`config.mk`:
```
export PLATFORM = sky130hd
export DESIGN_NAME = adc_sar_control
export DESIGN_NICKNAME = d
export VERILOG_FILES = /design/src/rtl/adc_pkg.sv /design/src/rtl/adc_sar_control.sv
export SDC_FILE = /design/constraint.sdc
export NUM_CORES = 1
export LEC_CHECK = 0
export BUFFER_PORTS_ARGS = -buffer_cell sky130_fd_sc_hd__buf_2
export CAP_MARGIN = 20
export CELL_PAD_IN_SITES_DETAIL_PLACEMENT = 1
export CELL_PAD_IN_SITES_GLOBAL_PLACEMENT = 1
export CORE_MARGIN = 5
export CORE_UTILIZATION = 47
export CTS_CLUSTER_DIAMETER = 50
export DETAILED_ROUTE_END_ITERATION = 7
export MAX_ROUTING_LAYER = met4
export PLACE_DENSITY_LB_ADDON = 0.08
export SYNTH_ARGS = -nofsm -noshare
export SYNTH_HDL_FRONTEND = slang
export SYNTH_SLANG_ARGS = --single-unit
```
`constraint.sdc`:
```
create_clock -name clk -period 6.2 [get_ports clk]
set_input_delay 0.62 -clock clk [delete_from_list [all_inputs] [get_ports clk]]
set_output_delay 0.62 -clock clk [all_outputs]
set_load 0.02 [all_outputs]
```
`src/rtl/adc_pkg.sv`:
```
// Shared types and constants for the SAR ADC digital control.
package adc_pkg;
    localparam int ADC_BITS = 12;
    localparam int CNT_BITS = 8;
    localparam int IDX_BITS = 4;

    localparam logic COMP_KEEP = 1'b1;

    typedef enum logic [1:0] {
        IDLE,
        SAMPLE,
        CONV,
        DONE
    } sar_state_t;

    function automatic logic [ADC_BITS-1:0] bit_mask(
        input logic [IDX_BITS-1:0] idx
    );
        bit_mask = ADC_BITS'(1) << idx;
    endfunction
endpackage

```
`src/rtl/adc_sar_control.sv`:
```
// SAR sequencer: sample phase, then a 12-step binary search on the DAC code.
module adc_sar_control
    import adc_pkg::*;
#(
    parameter int SAMPLE_CYCLES = 4,
    parameter int SETTLE_CYCLES = 2
) (
    input  logic                clk,
    input  logic                rst,
    input  logic                start_i,
    input  logic                cont_i,
    input  logic                comparator_i,
    output logic                sample_o,
    output logic                comp_strobe_o,
    output logic [ADC_BITS-1:0] dac_code_o,
    output logic [ADC_BITS-1:0] result_o,
    output logic                valid_o,
    output logic                busy_o
);

    localparam logic [CNT_BITS-1:0] SAMPLE_LOAD = CNT_BITS'(SAMPLE_CYCLES - 1);
    localparam logic [CNT_BITS-1:0] SETTLE_LOAD = CNT_BITS'(SETTLE_CYCLES - 1);
    localparam logic [IDX_BITS-1:0] MSB_IDX     = IDX_BITS'(ADC_BITS - 1);

    sar_state_t          state;
    logic [CNT_BITS-1:0] cnt;
    logic [IDX_BITS-1:0] idx;
    logic [ADC_BITS-1:0] work;
    logic [ADC_BITS-1:0] work_upd;

    // Bit idx of work is still 0 here, so OR-ing in the decision is enough.
    assign work_upd = (comparator_i == COMP_KEEP) ? (work | bit_mask(idx))
                                                   : work;

    always_ff @(posedge clk) begin
        if (rst) begin
            state         <= IDLE;
            cnt           <= '0;
            idx           <= '0;
            work          <= '0;
            sample_o      <= 1'b0;
            comp_strobe_o <= 1'b0;
            dac_code_o    <= '0;
            result_o      <= '0;
            valid_o       <= 1'b0;
            busy_o        <= 1'b0;
        end else begin
            valid_o       <= 1'b0;
            comp_strobe_o <= 1'b0;
            unique case (state)
                IDLE: begin
                    dac_code_o <= '0;
                    if (start_i) begin
                        state    <= SAMPLE;
                        cnt      <= SAMPLE_LOAD;
                        sample_o <= 1'b1;
                        busy_o   <= 1'b1;
                    end
                end
                SAMPLE: begin
                    if (cnt == '0) begin
                        state         <= CONV;
                        idx           <= MSB_IDX;
                        work          <= '0;
                        cnt           <= SETTLE_LOAD;
                        sample_o      <= 1'b0;
                        dac_code_o    <= bit_mask(MSB_IDX);
                        comp_strobe_o <= (SETTLE_LOAD == '0);
                    end else begin
                        cnt <= cnt - 8'd1;
                    end
                end
                CONV: begin
                    if (cnt != '0) begin
                        cnt           <= cnt - 8'd1;
                        comp_strobe_o <= (cnt == 8'd1);
                    end else begin
                        work <= work_upd;
                        if (idx != '0) begin
                            idx           <= idx - 4'd1;
                            cnt           <= SETTLE_LOAD;
                            dac_code_o    <= work_upd | bit_mask(idx - 4'd1);
                            comp_strobe_o <= (SETTLE_LOAD == '0);
                        end else begin
                            state      <= DONE;
                            result_o   <= work_upd;
                            valid_o    <= 1'b1;
                            dac_code_o <= work_upd;
                        end
                    end
                end
                DONE: begin
                    dac_code_o <= '0;
                    if (cont_i) begin
                        state    <= SAMPLE;
                        cnt      <= SAMPLE_LOAD;
                        sample_o <= 1'b1;
                    end else begin
                        state  <= IDLE;
                        busy_o <= 1'b0;
                    end
                end
                default: state <= IDLE;
            endcase
        end
    end

endmodule

```
# Yosys cells after proc, flatten, opt, wreduce, memory -nomap -nowiden
# Cells that the tools add are included.
dict set report op_classes {
  addsub 2
  eq_ne 12
  n_shift 2
  mux 31
  n_bitwise 5
  reduce_logical 18
}
# operator count
set ops {}
lappend ops {{$mux W12} 6}
lappend ops {{$mux W8} 5}
lappend ops {{$pmux W12 S3} 1}
lappend ops {{$pmux W8 S4} 1}
lappend ops {{$or A12 B12 Y12} 2}
lappend ops {{$pmux W12 S2} 1}
lappend ops {{$shl A1 B4 Y12 const A} 2}
lappend ops {{$ne A2 B2 Y1 const B} 7}
lappend ops {{$mux W4} 3}
lappend ops {{$reduce_and A3 Y1} 4}
lappend ops {{$reduce_and A4 Y1} 3}
lappend ops {{$eq A8 B1 Y1 const B} 1}
lappend ops {{$logic_not A8 Y1} 1}
lappend ops {{$mux W2} 4}
lappend ops {{$pmux W2 S4} 1}
lappend ops {{$pmux W4 S2} 1}
lappend ops {{$reduce_bool A8 Y1} 1}
lappend ops {{$sub A8 B1 Y8 const B} 1}
lappend ops {{$mux W1} 6}
lappend ops {{$reduce_or A3 Y1} 2}
lappend ops {{$eq A2 B2 Y1 const B} 2}
lappend ops {{$reduce_bool A2 Y1} 2}
lappend ops {{$reduce_bool A4 Y1} 1}
lappend ops {{$sub A4 B1 Y4 const B} 1}
lappend ops {{9 further kinds} 11}
dict set report word_totals {
  register_bits 54
  out_inout_bits 28
  wordCells 80
}

# Logic depth before layout (Yosys ltp)
# Gate-level depths: netlist (run 1).
dict set report depth {
  word_depth 7
  ltp_mapped 8
  mapped_depth_nobuf 6
}

# Worst setup path after synthesis (run 1)
# OpenSTA, ideal clock, no wires.
dict set report synth_timing {
  path_kind {flip-flop to flip-flop}
  start {register idx[0]}
  end {register result_o[3]}
  synth_period_minus_slack_ns 2.211
  stages_incl_launch_ff 9
  slack_ns 3.989
  arrival_ns 2.084
  setup_ns 0.128
  path_buffers 2
  path_cell_list {dfxtp_1 > inv_1 > ha_1 > or3b_1 > buf_2 > nor4_4 > buf_6 > mux2i_1 > nor2_1}
}
dict set report synth_between {
  elab_chain_cells 3
  elab_cells_between_ends 6
  classes_between {shift (1); mux (1); bitwise (2); reduce/logical (2)}
}
# element line_no
set synth_rtl {}
lappend synth_rtl {{start: declaration} adc_sar_control.sv:27} ;# logic [IDX_BITS-1:0] idx;
lappend synth_rtl {{start signal: assignment} adc_sar_control.sv:80} ;# idx <= idx - 4'd1;
lappend synth_rtl {{$reduce_bool A4 Y1 or $shl A1 B4 Y12 (tied branches)} {adc_sar_control.sv:79, adc_pkg.sv:19}}
lappend synth_rtl {{$not A1 Y1 (no line) or $or A12 B12 Y12 (tied branches)} --}
lappend synth_rtl {{$reduce_and A3 Y1 (no line) or $mux W12 (tied branches)} --}
lappend synth_rtl {{end signal: assignment} adc_sar_control.sv:86} ;# result_o <= work_upd;
lappend synth_rtl {{end: declaration} adc_sar_control.sv:16} ;# output logic [ADC_BITS-1:0] result_o,
# Several ways; a longest one is shown, not always the timed one.
# A chain may end at the register's enable or synchronous reset.

# Final worst setup path (run 1)
dict set report layout_timing {
  start {register idx[0]}
  end {register cnt[5]}
}
dict set report layout_between {
  elab_chain_cells 3
}
# element line_no
set layout_rtl {}
lappend layout_rtl {{$reduce_bool A4 Y1} adc_sar_control.sv:79} ;# if (idx != '0) begin
lappend layout_rtl {{$ne A3 B3 Y1 (no line)} --}
lappend layout_rtl {{$reduce_and A3 Y1 (no line)} --}
lappend layout_rtl {{end signal: assignment} adc_sar_control.sv:70} ;# cnt <= cnt - 8'd1;
lappend layout_rtl {{end signal: assignment} adc_sar_control.sv:75} ;# cnt <= cnt - 8'd1;
lappend layout_rtl {{end: declaration} adc_sar_control.sv:26} ;# logic [CNT_BITS-1:0] cnt;
# Every way passes these cells.

==> results by stage, run 1 <==
Run status:
- The flow ran to the end, and the final reports show no timing, DRC or antenna violations.

Detailed routing:
- For this run, design rule violations remaining after detail routing come to 0.
- The final route contains 2,439 vias.
- The number of nets still failing antenna checks after routing is 0.
- The DRC marker count from the first detailed-route iteration is 173.
- After detailed routing, the average wire length per cell comes to 17.42 µm.
- The number of iterations in the first detailed-routing pass is 4.
- The per-cell via count in the routed design is 5.877.
- After detailed routing, the total wire length is 7.229 mm.

Global route:
- In the global route stage, overall resource usage came out at 0.2075.
- The first global-routing pass estimated 11.99 mm of wire.
- The aggregate global routing overflow is 0.
- Entering global routing, the biggest net connects 39 pins.
- The number of antenna violations at the first check in global routing is 0.
- The via count of the first global-routing pass was about 2.3k.

Run:
- Max-cap violations in this run came to 0.

Placed design:
- Routability-driven placement finished with a final weighted congestion of about 0.85.
- In this run the cell area measured after placement is 2944 µm².
- The number of port buffers is 32.
- The post-placement worst setup slack is about 3400 ps.
- Detailed placement ended at an HPWL of 5.186 mm.

Yosys:
- The part of the Yosys area used for sequential elements is 0.3911.
- Counting flops with a built-in enable in the synthesized netlist gives 0.
- For this run, asynchronously set or reset flops after synthesis account for 0.
- Ranked by total cell area, the synthesized netlist is headed by dfxtp_1 39%, ha_1 6.3%, a21oi_1 4.9%.
- The count of distinct cell types in the synthesized netlist is 46.
- Of the total synthesized cell area, the portion taken by AND, OR, NAND and NOR gates is 0.1969.
- Synthesis produced 317 cells.
- The primary flip-flop cell chosen by synthesis mapping is dfxtp_1.
- Of the post-synthesis cell area, the part taken by muxes is 0.03984.
- The adder-cell area share of the yosys netlist is 0.06338.
- The area share of the leading cell type in the synthesized netlist is 0.3911.
- Of the total synthesized cell area, the portion taken by XOR and XNOR cells is 0.
- During synthesis, Yosys emitted a total of 0 warnings.
- The register bit count reported by yosys is 54.
- The combinational family with the most area after synthesis is compound AO/OA/AOI/OAI gates.
- The post-synthesis average cell area is 8.719 µm².
- Summing every instance area after synthesis gives between 2000 and 3000 µm².
- The post-synthesis compound-gate area fraction is 0.2558.
- The net count of the mapped netlist is approximately 340.
- The library cell with the largest summed area after synthesis is dfxtp_1.

Critical path:
- STA classifies the critical path endpoint as a flop.
- The highest cell delay on the worst timing path is a little under 700 ps.
- For this design, the slowest cell found on the critical path is o31ai_1.
- The critical-path maximum fanout is 14.
- The critical path is of the reg2reg type.
- The category of the worst setup path launch point is a flop.
- The worst path required time is roughly 6400 ps.
- The signal on the critical path passes through inv_1, ha_1, or3b_1, nor4_1, buf_4, o31ai_1, a21oi_1.
- The signal arrival time at the worst endpoint is between 2000 and 3000 ps.

Hold path:
- The type of the most critical hold path is reg2reg.

Clock network:
- In this run the number of H-tree levels came out at 2.
- At the later pin of the worst-skew pair, clock insertion delay measures slightly above 300 ps.
- TritonCTS built the clock tree.
- The post-cts repair resize count is 0.
- After clock tree synthesis, the clock-pin slew on the worst setup and hold paths is 110 ps.
- Counting the buffers created by CTS gives 5.
- The worst-case clock buffer depth is 2.
- The post-CTS setup-driven buffer insertion count is 0.
- The sink count of the clock tree is between 50 and 60.
- In this run, post-CTS hold repair placed 0 buffers.
- In this run the clock root is driven by a clkbuf_8.

Timing:
- The transition at the pin with the smallest max-transition slack is slightly below 1000 ps.
- Setup repair after global routing left no endpoint under its margin.
- The number of hold violations in the final report is 0.
- Adding up every negative setup slack in the final design gives 0 ps.
- The final number of max-transition violations is 0.
- Clock skew on the completed layout was measured at 3.471 ps.
- The minimum clock period after layout is approximately 2700 ps.
- The highest attainable clock frequency is 368.0 MHz.
- The final worst-path cycle share is 0.4383.
- The relative slew slack is 0.3363.
- The setup violation total in the final timing report is 0.
- Setup slack on the critical path of the routed design comes to 3483 ps.

Floorplanning:
- In this run the vertical extent of the chip is 86.69 µm.
- For this configuration, the core starts out at a cell density of 0.4753.
- After floorplanning, the core was sized to cover 5816 µm².
- The horizontal die dimension is 86.69 µm.
- The floorplan step defined a die boundary enclosing 7514 µm².
- The number of top-level pins is 33.
- In this run the core area contains 28 standard-cell rows.

Power:
- The switching power total is 0.6213 mW.
- For this design the ratio of total power to cell area is approximately 440 nW/µm².
- VDD sags by at most 219.1 µV.
- The proportion of power drawn by flip-flops and latches is 0.343.
- The share of total power dissipated in combinational logic is 0.495.
- The switching share of power is 0.4689.
- The cell-internal power is around 0.70 mW.
- The relative contribution of the clock network to total power is 0.162.
- Total power for the finished layout comes to ~1.3 mW.
- The leakage power is 1.264 nW.

Layout:
- The final non-filler cell area is between 3000 and 4000 µm².
- The total inserted antenna cells is 0.
- Of the cells placed in the final design, the portion with a size suffix greater than 1 is 0.1559.
- The net count of the finished layout is 358.
- The area added between synthesis and finish is 10.05%.
final cells by class:
| type | count | area, µm² |
|---|---|---|
| fillers | 732 | 2774 |
| well taps | 75 | 93.84 |
| clock buffers | 5 | 68.82 |
| multi-input cells | 232 | 1541 |
| repair buffers | 36 | 190.2 |
| clock inverters | 3 | 28.78 |
| inverters | 10 | 37.54 |
| flip-flops and latches | 54 | 1081 |
path summary, 6_finish.rpt:
path / startpoint / to / slack [ps] / cells after the start
min reg2reg: dac_code_o[0]$_SDFFE_PP0P_ / dac_code_o[0]$_SDFFE_PP0P_ / 460 / 2
min: dac_code_o[0]$_SDFFE_PP0P_ / dac_code_o[0]$_SDFFE_PP0P_ / 460 / 2
max: idx[0]$_SDFFE_PP0P_ / cnt[5]$_SDFFE_PP0P_ / 3480 / 7
max reg2reg: idx[0]$_SDFFE_PP0P_ / cnt[5]$_SDFFE_PP0P_ / 3480 / 7
per-layer routing:
metal	vias up	global-route usage	routed length [µm]
met3	7	0.03327	234
met2	47	0.3164	3294
li1	1209	-	-
met1	1176	0.2877	3627
met5	-	-	0
met4	0	0.05099	72
per-stage QoR:
step                      hold WS (ps)    util  instances
after floorplan                  449.9       -        317
after global placement           432.9  0.5062        407
after detailed placement         442.4  0.5062        407
after CTS                        468.9  0.5230        415
after global routing             489.6  0.5230        415
final                            457.7  0.5230        415
flip-flops by register name, summed over array words and instances, names as in the netlist:
register       flops
idx                4
valid_o            1
dac_code_o        12
sample_o           1
result_o          12
busy_o             1
comp_strobe_o      1
work              12
state              2
cnt                8
cells by family after synthesis:
kind of cell,count (synthesis)
flip-flops,54
AND/OR/NAND/NOR,98
multiplexers,11
adder cells (fa/ha/maj),14
buffers and inverters,31
AO/OA/AOI/OAI,109
layout by cell type (no fill, tap or decap), types with 3 or more instances in the layout:
master and count:
inv_1 10, a211oi_1 9, clkbuf_8 5, a22oi_1 10
ha_1 14, nand3_1 9, nor2_1 25, mux2i_1 11
buf_2 32, buf_4 4, o21ai_0 26, a311oi_1 3
or4_1 4, a21oi_1 27, o31ai_1 5, o41ai_1 4
nor4_1 3, nand2b_1 6, dfxtp_1 54, nor3_1 5
nand2_1 17, a21o_1 14, or3_1 7
synth_stat cells, drive strengths merged, types with 2 or more instances:
cell,instances
dfxtp,54
a21oi,27
nor2,27
o21ai,26
nand2,17
a21o,14
ha,14
clkbuf,12
a211oi,11
mux2i,11
a22oi,10
inv,10
buf,9
nand3,9
or3,7
nand2b,6
nor3,6
o31ai,5
nor4,4
o41ai,4
or4,4
a311oi,3
nor4b,3
and2,2
and3b,2
nand4,2
nor3b,2
o21a,2
o22ai,2
or4b,2
power by group through the flow:
stage	Sequential (mW)	Clock [mW]	Combinational, mW
floorplan	0.451	0	0.504
global placement	0.457	0	0.625
detailed placement	0.461	0	0.648
CTS	0.454	0.224	0.653
global route	0.463	0.235	0.724
finish	0.455	0.214	0.656
worst max-delay path: cells and delay by family (launching register included):
family	cells	cell delay (ps)
DFF	1	470
and+or+nand+nor	2	560
adders and majority gates	1	410
buffers and inverters	2	340
AOI/OAI and AO/OA	2	790
Power figures use the tool's default switching activity.
==> inputs of run 2 (changes only) <==
--- a/config.mk
+++ b/config.mk
@@ -10,7 +10,7 @@
 export CELL_PAD_IN_SITES_DETAIL_PLACEMENT = 1
 export CELL_PAD_IN_SITES_GLOBAL_PLACEMENT = 1
 export CORE_MARGIN = 5
-export CORE_UTILIZATION = 47
+export CORE_UTILIZATION = 44
 export CTS_CLUSTER_DIAMETER = 50
 export DETAILED_ROUTE_END_ITERATION = 7
 export MAX_ROUTING_LAYER = met4
==> constraint.sdc (replaced) <==
create_clock -name clk -period 2.6 [get_ports clk]
set_input_delay 0.26 -clock clk [delete_from_list [all_inputs] [get_ports clk]]
set_output_delay 0.26 -clock clk [all_outputs]
set_load 0.02 [all_outputs]
==> run 2 against run 1 <==
Net effect: clock skew increased by 7.4 ps; design area increased by 1.9%; combinational power increased to 2.5 times the previous value; total power increased by 140%; highest routed layer unchanged; fmax increased by 14%; critical path depth unchanged.
==> results by stage, run 2 (same netlist as run 1, synthesis figures left out) <==
Clock network:
- The root buffer cell was clkbuf_8 (unchanged).
- The clock-pin slew on the worst setup and hold paths is 110 ps (about the same).
- The clock tree from TritonCTS is built (unchanged).
- The post-CTS setup-driven buffer insertion count was 0 (unchanged).
- The worst-case clock buffer depth was 2 (unchanged).
- The later-pin clock latency in the skew report is 310 ps (about the same).
- The total clock buffers created by CTS was 5 (unchanged).
- The number of H-tree levels is 2 (unchanged).
- The number of buffers inserted for hold repair after clock tree synthesis came to 0 (unchanged).
- The sink count of the clock tree is 54 (unchanged).
- The post-cts repair resize count is 0 (unchanged).

Critical path:
- The endpoint of the worst register-to-register path is cnt[2]$_SDFFE_PP0P_ (was cnt[5]$_SDFFE_PP0P_).
- Cells along the critical path: inv_1, ha_1, or3b_1, nor4_1, buf_4, o31ai_1, a21oi_1 (unchanged).
- The critical path endpoint category is a flop (unchanged).
- The highest cell delay on the worst timing path is 610 ps (was 690 ps).
- The cell at the slowest stage of the critical path is o31ai_1 (unchanged).
- The category of the worst setup path launch point was a flop (unchanged).
- The critical-path maximum fanout is 11 (was 14).
- The count of cells along the worst register-to-register path is 7 (unchanged).
- The path type of the worst setup path is reg2reg (unchanged).
- The signal arrival time at the worst endpoint was 2560 ps (was 2890 ps).
- The total buffers and inverters traversed by the critical path is 2 (unchanged).
- The critical path's top delay family is compound AO/OA/AOI/OAI gates (unchanged).
- The source of the worst register-to-register timing path is idx[0]$_SDFFE_PP0P_ (unchanged).
- The origin of the worst setup path is idx[0]$_SDFFE_PP0P_ (unchanged).
- The worst path required time is 2770 ps (was 6370 ps).
- The register-to-register setup slack is 210 ps (was 3480 ps).

Timing:
- Setup repair after global routing missed its margin: false (unchanged).
- The setup skew after layout is 10.88 ps (was 3.471 ps).
- The relative slew slack was 0.5297 (was 0.3363).
- The transition at the pin with the smallest max-transition slack is 699.5 ps (was 993.0 ps).
- The final worst setup slack is 213.4 ps (was 3483 ps).
- The minimum clock period after layout came to 2387 ps (was 2717 ps).
- The highest attainable clock frequency is 419.0 MHz (was 368.0 MHz).
- The final-layout setup total negative slack came to 0 ps (unchanged).
- The final number of max-transition violations was 0 (unchanged).
- The setup violation total in the final timing report is 0 (unchanged).
- The final worst-path cycle share came to 0.9179 (was 0.4383).
- The number of hold violations in the final report came to 0 (unchanged).

Layout:
- The final layout net count is 366 (was 358).
- The flip-flop and latch area is 1081 µm² (unchanged).
- The final non-filler cell area is 3099 µm² (was 3042 µm²).
- Commonest cells after routing, fill and taps aside: 54 x dfxtp_1, 32 x buf_2, 27 x a21oi_1 (unchanged).
- The most frequent standard cell in the layout excluding fill and tap cells is dfxtp_1 (unchanged).
- The number of fillers in the final layout came to 765 (was 732).
- The area added between synthesis and finish is 12.13% (was 10.05%).
- The number of cells in the finished layout apart from fillers was 423 (was 415).
- The area of combinational cells with multiple inputs was 1541 µm² (unchanged).
- The share of final-layout standard cells stronger than drive strength 1 came to 0.1753 (was 0.1559).
- Largest registers ranked by flip-flop count: dac_code_o x12, result_o x12, work x12 (unchanged).
- The total inserted antenna cells is 0 (unchanged).

Power:
- The total power per unit cell area is 1047 nW/µm² (was 435.7 nW/µm²).
- The total power consumption of the routed design is 3.245 mW (was 1.325 mW).
- The maximum resistive drop on vdd came to 430.4 µV (was 219.1 µV).
- The leakage power came to 1.302 nW (was 1.264 nW).

Global route:
- The global-route usage over all layers is 0.2033 (was 0.2075).
- The via count of the first global-routing pass is 2,351 (was 2,332).
- The number of antenna violations at the first check in global routing is 0 (unchanged).
- The aggregate global routing overflow is 0 (unchanged).
- The pin count of the biggest net entering global routing is 26 (was 39).
- The global-route wire length before repair is 12.25 mm (was 11.99 mm).

Floorplanning:
- The overall die area is 7966 µm² (was 7514 µm²).
- The placeable core region came to 6026 µm² (was 5816 µm²).
- The number of top-level pins is 33 (unchanged).
- The total number of placement rows is 28 (unchanged).
- The horizontal die dimension came to 89.26 µm (was 86.69 µm).
- The effective utilization at floorplan was 0.4587 (was 0.4753).
- The y dimension of the die is 89.26 µm (was 86.69 µm).

Hold path:
- The startpoint of the worst hold path is cont_i (was dac_code_o[0]$_SDFFE_PP0P_).
- The instance count along the most critical hold path came to 3 (was 2).
- The type of the most critical hold path is in2reg (was reg2reg).
- The capture endpoint of the worst hold path is busy_o$_SDFFE_PP0P_ (was dac_code_o[0]$_SDFFE_PP0P_).

Placed design:
- The number of port buffers is 32 (unchanged).
- The cell count after placement is 415 (was 407).
- The placement-stage cell area is 3004 µm² (was 2944 µm²).
- The post-placement worst setup slack is 248.8 ps (was 3439 ps).
- The placer congestion estimate is 0.9091 (was 0.8450).
- The half-perimeter wire length after detailed placement is 5.394 mm (was 5.186 mm).

Detailed routing:
- The total detailed-routing wirelength is 7.359 mm (was 7.229 mm).
- The DRC marker count from the first detailed-route iteration is 154 (was 173).
- The routed length per placed instance is 17.40 µm (was 17.42 µm).
- The post-route DRC violation count was 0 (unchanged).
- The via count is 2,412 (was 2,439).
- The number of nets still failing antenna checks after routing is 0 (unchanged).
- The number of iterations in the first detailed-routing pass is 4 (unchanged).
- The per-cell via count in the routed design is 5.702 (was 5.877).

Run status:
- Result of the run: completed (unchanged).

Run:
- The number of max-cap violations is 0 (unchanged).
## run 2: final cells by class
cell class	count	area share
Inverter	10	0.01211
Clock inverter	3	0.008478
Clock buffer	5	0.02220
Sequential cell	54	0.3488
Multi-Input combinational cell	232	0.4974
Tap cell	75	0.03028
Timing Repair Buffer	44	0.08074
## run 2: layer usage
metal	GRT usage	part of all wire	vias up
li1	-	-	1220
met1	0.3019	0.54	1147
met2	0.2934	0.43	38
met3	0.02765	0.030	7
met4	0.04195	0.0088	0
met5	-	0	-
## run 2: how the worst max path moves through the flow
| stage | endpoint | slack, ps | depth (start not counted) |
|---|---|---|---|
| 2_1_floorplan | result_o[3]$_SDFFE_PP0P_ | 390 | 8 |
| 3_3_place_gp | idx[0]$_SDFFE_PP0P_ | 360 | 6 |
| 3_5_place_dp | cnt[2]$_SDFFE_PP0P_ | 250 | 7 |
| 4_1_cts | cnt[2]$_SDFFE_PP0P_ | 200 | 7 |
| 5_1_grt | cnt[2]$_SDFFE_PP0P_ | 30 | 7 |
| 6_report | cnt[2]$_SDFFE_PP0P_ | 210 | 7 |
## run 2: report_power, final
| part | internal, mW | leakage [nW] | switching, mW | total (mW) |
|---|---|---|---|---|
| clock network | 0.199 | 0.0491 | 0.309 | 0.508 |
| logic | 0.616 | 0.815 | 1.04 | 1.65 |
| registers | 0.933 | 0.437 | 0.150 | 1.08 |
## run 2: stage by stage
step / hold slack [ps] / util
after floorplan: 449.9 / -
after global placement: 432.3 / 0.4985
after detailed placement: 442.0 / 0.4985
after CTS: 296.1 / 0.5143
after global routing: 306.4 / 0.5143
final: 308.8 / 0.5143
## run 2: worst reg2reg max path, cell delays in order (launching register included)
cell and delay [ps]:
dfxtp_1 490, inv_1 160, ha_1 230, or3b_1 350, nor4_1 110, buf_4 190
o31ai_1 620, a21oi_1 100
